## src/rtl/muldiv_hilo.sv

```systemverilog
// Purpose : sequential MUL (via external array multiplier), restoring DIV, MTHI/MTLO into HI/LO.
// Latency : MUL = MUL_WAIT cycles, DIV = 16 cycles, MTHI/MTLO = 0 (update at accept edge).
// Backpr. : start is only sampled while busy=0; starts during busy are dropped, never queued.
//
// Ports:
//   clk, rst_n          clock, async active-low reset
//   start, op, a, b     request (op: 00 MUL, 01 DIV, 10 MTHI, 11 MTLO) and operands
//   busy, done          stall handshake; done is a one-cycle pulse on the HI/LO update
//   hi, lo, div_by_zero architectural results
//   mult_a, mult_b      registered operands to the external multiplier
//   mult_m, mult_n      low / high product back from the multiplier
module muldiv_hilo #(
  parameter int MUL_WAIT = 1
) (
  input  logic        clk,
  input  logic        rst_n,
  input  logic        start,
  input  logic [1:0]  op,
  input  logic [15:0] a,
  input  logic [15:0] b,
  output logic        busy,
  output logic        done,
  output logic [15:0] hi,
  output logic [15:0] lo,
  output logic        div_by_zero,
  output logic [15:0] mult_a,
  output logic [15:0] mult_b,
  input  logic [15:0] mult_m,
  input  logic [15:0] mult_n
);

  localparam logic [1:0] OP_MUL  = 2'b00;
  localparam logic [1:0] OP_DIV  = 2'b01;
  localparam logic [1:0] OP_MTHI = 2'b10;
  localparam logic [1:0] OP_MTLO = 2'b11;

  localparam logic [1:0] WAIT_INIT = 2'(MUL_WAIT - 1);

  typedef enum logic [1:0] {S_IDLE, S_MUL, S_DIV} state_t;

  state_t      r_state, w_state_nxt;
  logic [1:0]  r_wait;
  logic [3:0]  r_cnt;
  logic [15:0] r_dvd;
  logic [15:0] r_dvs;
  // The partial remainder is always below the divisor, so 16 bits hold it;
  // the 17th bit only exists in the trial value below.
  logic [15:0] r_rem;
  logic [15:0] r_quo;
  logic [15:0] r_hi, r_lo, r_mult_a, r_mult_b;
  logic        r_done, r_dbz;

  logic        w_accept;
  logic [16:0] w_trial;
  logic        w_ge;
  logic [15:0] w_rem_nxt;
  logic [15:0] w_quo_nxt;

  assign w_accept  = start && (r_state == S_IDLE);

  // One restoring step: bring down the next dividend bit and subtract if it fits.
  assign w_trial   = {r_rem, r_dvd[15]};
  assign w_ge      = (w_trial >= {1'b0, r_dvs});
  assign w_rem_nxt = w_ge ? 16'(w_trial - {1'b0, r_dvs}) : w_trial[15:0];
  assign w_quo_nxt = {r_quo[14:0], w_ge};

  always_ff @(posedge clk or negedge rst_n) begin
    if (!rst_n) r_state <= S_IDLE;
    else        r_state <= w_state_nxt;
  end

  always_comb begin
    w_state_nxt = r_state;
    case (r_state)
      S_IDLE: begin
        if (w_accept && op == OP_MUL) w_state_nxt = S_MUL;
        if (w_accept && op == OP_DIV) w_state_nxt = S_DIV;
      end
      S_MUL:   if (r_wait == 2'd0) w_state_nxt = S_IDLE;
      S_DIV:   if (r_cnt == 4'd0)  w_state_nxt = S_IDLE;
      default: w_state_nxt = S_IDLE;
    endcase
  end

  always_ff @(posedge clk or negedge rst_n) begin
    if (!rst_n) begin
      r_wait   <= '0;
      r_cnt    <= '0;
      r_dvd    <= '0;
      r_dvs    <= '0;
      r_rem    <= '0;
      r_quo    <= '0;
      r_hi     <= '0;
      r_lo     <= '0;
      r_mult_a <= '0;
      r_mult_b <= '0;
      r_done   <= 1'b0;
      r_dbz    <= 1'b0;
    end else begin
      r_done <= 1'b0;
      case (r_state)
        S_IDLE: begin
          if (w_accept) begin
            case (op)
              OP_MUL: begin
                r_mult_a <= a;
                r_mult_b <= b;
                r_wait   <= WAIT_INIT;
              end
              OP_DIV: begin
                r_dvd <= a;
                r_dvs <= b;
                r_rem <= '0;
                r_quo <= '0;
                r_cnt <= 4'd15;
                r_dbz <= (b == 16'd0);
              end
              OP_MTHI: begin
                r_hi   <= a;
                r_done <= 1'b1;
              end
              OP_MTLO: begin
                r_lo   <= a;
                r_done <= 1'b1;
              end
              default: ;
            endcase
          end
        end
        S_MUL: begin
          if (r_wait == 2'd0) begin
            r_lo   <= mult_m;
            r_hi   <= mult_n;
            r_done <= 1'b1;
          end else begin
            r_wait <= r_wait - 2'd1;
          end
        end
        S_DIV: begin
          r_rem <= w_rem_nxt;
          r_quo <= w_quo_nxt;
          r_dvd <= {r_dvd[14:0], 1'b0};
          r_cnt <= r_cnt - 4'd1;
          // Last step: publish this cycle's results, not the stale registers.
          if (r_cnt == 4'd0) begin
            r_lo   <= w_quo_nxt;
            r_hi   <= w_rem_nxt;
            r_done <= 1'b1;
          end
        end
        default: ;
      endcase
    end
  end

  assign busy        = (r_state != S_IDLE);
  assign done        = r_done;
  assign hi          = r_hi;
  assign lo          = r_lo;
  assign div_by_zero = r_dbz;
  assign mult_a      = r_mult_a;
  assign mult_b      = r_mult_b;

endmodule
```

## config.mk

```make
export PLATFORM = sky130hd
export DESIGN_NAME = muldiv_hilo
export DESIGN_NICKNAME = d
export VERILOG_FILES = /design/src/rtl/muldiv_hilo.sv
export SDC_FILE = /design/constraint.sdc
export NUM_CORES = 1
export LEC_CHECK = 0
export ABC_AREA = 0
export BUFFER_PORTS_ARGS = -buffer_cell sky130_fd_sc_hd__buf_2
export CAP_MARGIN = 30
export CORE_UTILIZATION = 50
export DETAILED_ROUTE_END_ITERATION = 10
export GPL_TIMING_DRIVEN = 0
export PLACE_DENSITY = 0.73
export REMOVE_ABC_BUFFERS = 1
export SYNTH_ARGS = -nofsm -noshare
export SYNTH_HDL_FRONTEND = slang
export SYNTH_SLANG_ARGS = --single-unit
```

## constraint.sdc

```tcl
create_clock -name clk -period 2.15 [get_ports clk]
set_input_delay 0.1075 -clock clk [delete_from_list [all_inputs] [get_ports clk]]
set_output_delay 0.1075 -clock clk [all_outputs]
set_load 0.01 [all_outputs]
```

---- Word level (Yosys, flattened, before mapping) ----
Cells that the tools add are included.
W data, S select, Z words.
storage, ports and cells
  register bits after elaboration ......... 137
  bits of input ports ..................... 69
  output and inout port bits .............. 67
  logic and storage cells ................. 86
operators by class
  add/sub/neg operators ................... 3
  magnitude comparators ................... 1
  eq/ne operators ......................... 14
  muxes and demuxes ....................... 35
  reductions and logical operators ........ 20
operator list
  kind                   number
  $mux W16               13
  $pmux W16 S3           2
  $pmux W16 S2           2
  $pmux W15 S2           1
  $ge A17 B16 Y1         1
  $logic_not A16 Y1      1
  $sub A16 B16 Y16       1
  $mux W2                7
  $reduce_and A3 Y1      4
  $reduce_and A5 Y1      2
  $mux W4                2
  $ne A2 B1 Y1 const B   4
  $ne A2 B2 Y1 const B   4
  $pmux W4 S2            1
  $eq A2 B2 Y1 const B   3
  $logic_not A2 Y1       3
  $pmux W2 S3            1
  $reduce_bool A2 Y1     3
  $eq A2 B1 Y1 const B   2
  $logic_not A4 Y1       1
  $mux W1                4
  $pmux W2 S2            1
  $reduce_and A4 Y1      1
  $sub A4 B1 Y4 const B  1
  other kinds (6)        8

---- Longest topological paths before layout ----
  word-level depth ........................ 6
  depth in mapped cells ................... 11

---- Least setup slack after synthesis ----
OpenSTA, ideal clock, no wires.
  path kind ............................... register to register
  start ................................... register r_rem[12]
  end ..................................... register r_hi[11], in the netlist hi[11]
  setup time .............................. 0.096 ns
  data arrival time ....................... 2.224 ns
  data required time ...................... 2.054 ns
  setup slack ............................. -0.170 ns
  stages on the path, launching flop included .. 8
  path buffers ............................ 0
  cell sequence ........................... dfrtp_1 -> ha_1 -> nand3_2 -> or4_4 -> o21ai_4 -> nor2_4 -> o31a_1 -> o32ai_2
on the way
  cells in the longest elaborated chain, start to end .. 4
RTL lines
  item                      line  text
  start: declaration        48    logic [15:0] r_rem;
  start signal: assignment  140   r_rem <= w_rem_nxt;
  $ge A17 B16 Y1            63    assign w_ge = (w_trial >= {1'b0, r_dvs});
  $mux W16                  64    assign w_rem_nxt = w_ge ? 16'(w_trial - {1'b0, r_dvs}) : w_trial[15:0];
  $mux W16                  145   if (r_cnt == 4'd0) begin
  $pmux W16 S3              101   case (r_state)
  end signal: assignment    133   r_hi <= mult_n;
  end signal: assignment    147   r_hi <= w_rem_nxt;
  end: declaration          50    logic [15:0] r_hi, r_lo, r_mult_a, r_mult_b;
No other way between the ends. The select of a mux whose other input is x is not followed.
A chain may end at the register's enable or synchronous reset.

---- Worst setup path in the final report ----
  start ................................... register r_dvs[12]
  end ..................................... register r_hi[9], in the netlist hi[9]
on the way
  cells in the longest elaborated chain, start to end .. 4
RTL lines
  item                      line  text
  start: declaration        45    logic [15:0] r_dvs;
  start signal: assignment  90    r_dvs <= '0;
  start signal: assignment  112   r_dvs <= b;
  $ge A17 B16 Y1            63
  $mux W16                  64
  $mux W16                  145
  $pmux W16 S3              101
No other way between the ends. The select of a mux whose other input is x is not followed.

==> run metrics <==
Initial Util 0.5120; Synth warnings 0; first-pass GRT wire length between 30 and 40 mm; # diodes 0; combinational share of power 0.557; final WL 32.00 mm; dpl hpwl 13.51 mm; DRT antenna net count 0; Distinct cells, synth 61; Crit Reg-Reg Endpoint hi[9]; CTS buffer count 17; Final TNS setup -17,510 ps; Synth Instances 719; Die Wd 121.2 µm; MaxCap Viol Count 0; commonest cells in the synthesized netlist dfrtp_1 (137), nand2_1 (101), o21ai_0 (68), mux2_2 (48), a21oi_1 (45); Worst setup EP type register; Sink Count about 140; worst path required time 2500 ps; DIE HEIGHT 121.2 µm; Synth top area share 0.4824; Port Buf Inserts ~140; Reg clk slew, reported paths roughly 70 ps; worst rel slew slack 0.5036; wire per inst between 20 and 30 µm; post-DR vias/cell 6.846; crit path DAT 3180 ps; std cell rows 43; Crit. Startpoint r_dvs[12]; sequential area share after synthesis 0.4824; Hold Fails Final Rpt 0; reg-to-reg setup timing slack -680 ps; Worst R2R Start r_dvs[12]; Mapped Area around 0.0071 mm²; Overflow after GRT 0; hold_ws 50.42 ps; num ports 136; Worst R2R Path Depth 10; via total after detailed routing between 8,000 and 9,000; final net count 1,076; final worst-path cycle share 1.314; Layout area overhead 56.09%; highest net fanout along the worst path 6; number of synthesized flops with an enable pin 0; clock buffer depth 2; slack of the critical path -676.0 ps; DRC viols 0; total track usage 0.3631; failing checks setup timing; Leak Pwr 4.845 nW; core area between 0.01 and 0.015 mm²; vias in the first global route 7,419; post-synthesis async set-or-reset flop share 1.000; initial antenna violation count 0; Initial DRC Count 1,169; critical path type register to register; minimum clock period 2826 ps; top-count cell post-synth dfrtp_1; Post-synth top flop dfrtp_1; routability cong. 0.8553; RSZ-0062 raised after global routing true; share of total power in sequential cells 0.262; post-synth top area cell dfrtp_1; Worst Setup EP hi[9]; worst skew pair latency 450 ps; drt pass-1 iters 6; H-tree depth 4; largest net degree at the start of global routing 100; actual slew at the worst max-slew pin a little over 700 ps; max-slew violations 0; clock share of power 0.181; Pwr Density 1453 mW/mm²; root buf cell clkbuf_16; Worst Hold Class primary input to register; Die ar. 0.01469 mm²; worst vdd ir 0.6598 mV; Sw Pwr 6.954 mW; status finished, violations left; total chip power 16.12 mW; layout cells sized above 1 0.4804; Critical Path Start Type register; sw frac 0.4315; syn_area_per_cell 9.884 µm²; synth top area cells dfrtp_1 (48%), mux2_2 (7.6%), nand2_1 (5.3%); Pint roughly 9 mW; FMAX 353.9 MHz; Final setup viols 70; register bit count reported by yosys 137; Fin Clk Skew around 8.5 ps; CTS tree done
[cell usage in the layout (no fill, tap or decap), drive strengths merged, types with 3 or more instances in the layout]
master,Yosys,final
bufbuf,0,3
a221oi,8,8
nand2,102,103
dfrtp,137,137
clkinvlp,0,4
dlygate4sd3,0,35
a31oi,8,8
a21o,15,15
mux2i,24,24
a211o,1,3
clkinv,1,7
mux2,48,48
clkbuf,31,20
o21a,7,8
o22ai,7,7
o31ai,5,5
or3,5,5
nor3,9,9
inv,30,32
xnor2,3,3
a21oi,45,45
o21ai,72,72
o32ai,3,3
buf,8,242
nor2b,4,4
ha,22,22
nor2,43,43
a221o,3,3
nor4,4,4
a211oi,20,20
a32oi,3,3
xor2,5,5
nand3,12,12
a311oi,10,10
[registers in the layout (all words and copies together), names as in the netlist, 2 cells and up]
| name | cells |
|---|---|
| r_quo | 15 |
| lo | 16 |
| hi | 16 |
| r_cnt | 4 |
| r_dvd | 16 |
| r_rem | 16 |
| mult_b | 16 |
| r_wait | 2 |
| r_state | 2 |
| mult_a | 16 |
| r_dvs | 16 |
[layer usage]
metal | vias up | track usage | wire length, µm
met1 | 3837 | 0.4495 | 10860
li1 | 3144 | - | -
met3 | 304 | 0.07942 | 3822
met5 | - | 0 | 0
met2 | 773 | 0.5818 | 14600
met4 | 0 | 0.2168 | 2714
[power groups by stage]
stage	clock [mW]	sequential [mW]	combinational (mW)
after floorplan	0	4.30	3.11
after global placement	0	4.04	4.95
after detailed placement	0	4.09	5.30
after CTS	2.86	4.08	7.36
after global routing	3.01	4.26	9.30
final	2.91	4.22	8.98
[what timing repair did]
action,in CTS,in global routing
endpoints found under the setup margin,122,100
pin swaps,41,48
resized for setup,158,70
buffers inserted,59,44
gates cloned,7,1
hold endpoints to repair,93,0
hold buffers,35,0
[logic make-up (layout without fill, tap and decap cells)]
kind of cell	count (synthesis)	in the layout	synth area share
muxes	72	72	0.1099
DFF	137	137	0.4824
AOI/OAI and AO/OA	219	222	0.2005
xor gates and xnor gates	8	8	0.009860
buffers and inverters	70	344	0.03750
adders and majority gates	23	23	0.04155
and+or+nand+nor	190	191	0.1183
[worst min path at each step]
stage               start     endpoint  slack, ps  cells past startpoint
2_1_floorplan       rst_n  div_by_zero       -190                      0
3_3_place_gp         b[9]    mult_b[9]        370                      2
4_1_cts        mult_n[14]       hi[14]          7                      3
5_1_grt         mult_n[3]        hi[3]         50                      3
6_report        mult_n[6]        hi[6]         50                      3
3_5_place_dp        rst_n   mult_b[13]         40                      1
[cell type report]
cell class	count	area [µm²]
Clock buffer	19	452.9
Clock inverter	13	118.9
Fill cell	724	2788
Inverter	31	143.9
Multi-Input combinational cell	516	4482
Sequential cell	137	3438
Tap cell	180	225.2
Timing Repair Buffer	281	2232
[worst max-delay path: stages, from the launching register on]
cell	delay, ps
dfrtp_1	430
inv_2	80
ha_4	270
a21oi_4	320
o21a_1	220
o211ai_1	220
o21a_2	310
nor2_4	190
buf_6	150
a32oi_4	190
a221oi_2	350
[through the flow]
step	cells	util	setup WS [ps]	area, µm²
floorplan	680	-	-2433	6957
global placement	995	0.5661	-4357	7858
detailed placement	1005	0.5807	-1590	8060
CTS	1137	0.7515	-266.0	10430
global route	1177	0.7992	-711.1	11090
finish	1177	0.7992	-676.0	11090
(Power assumes the default switching activity.)
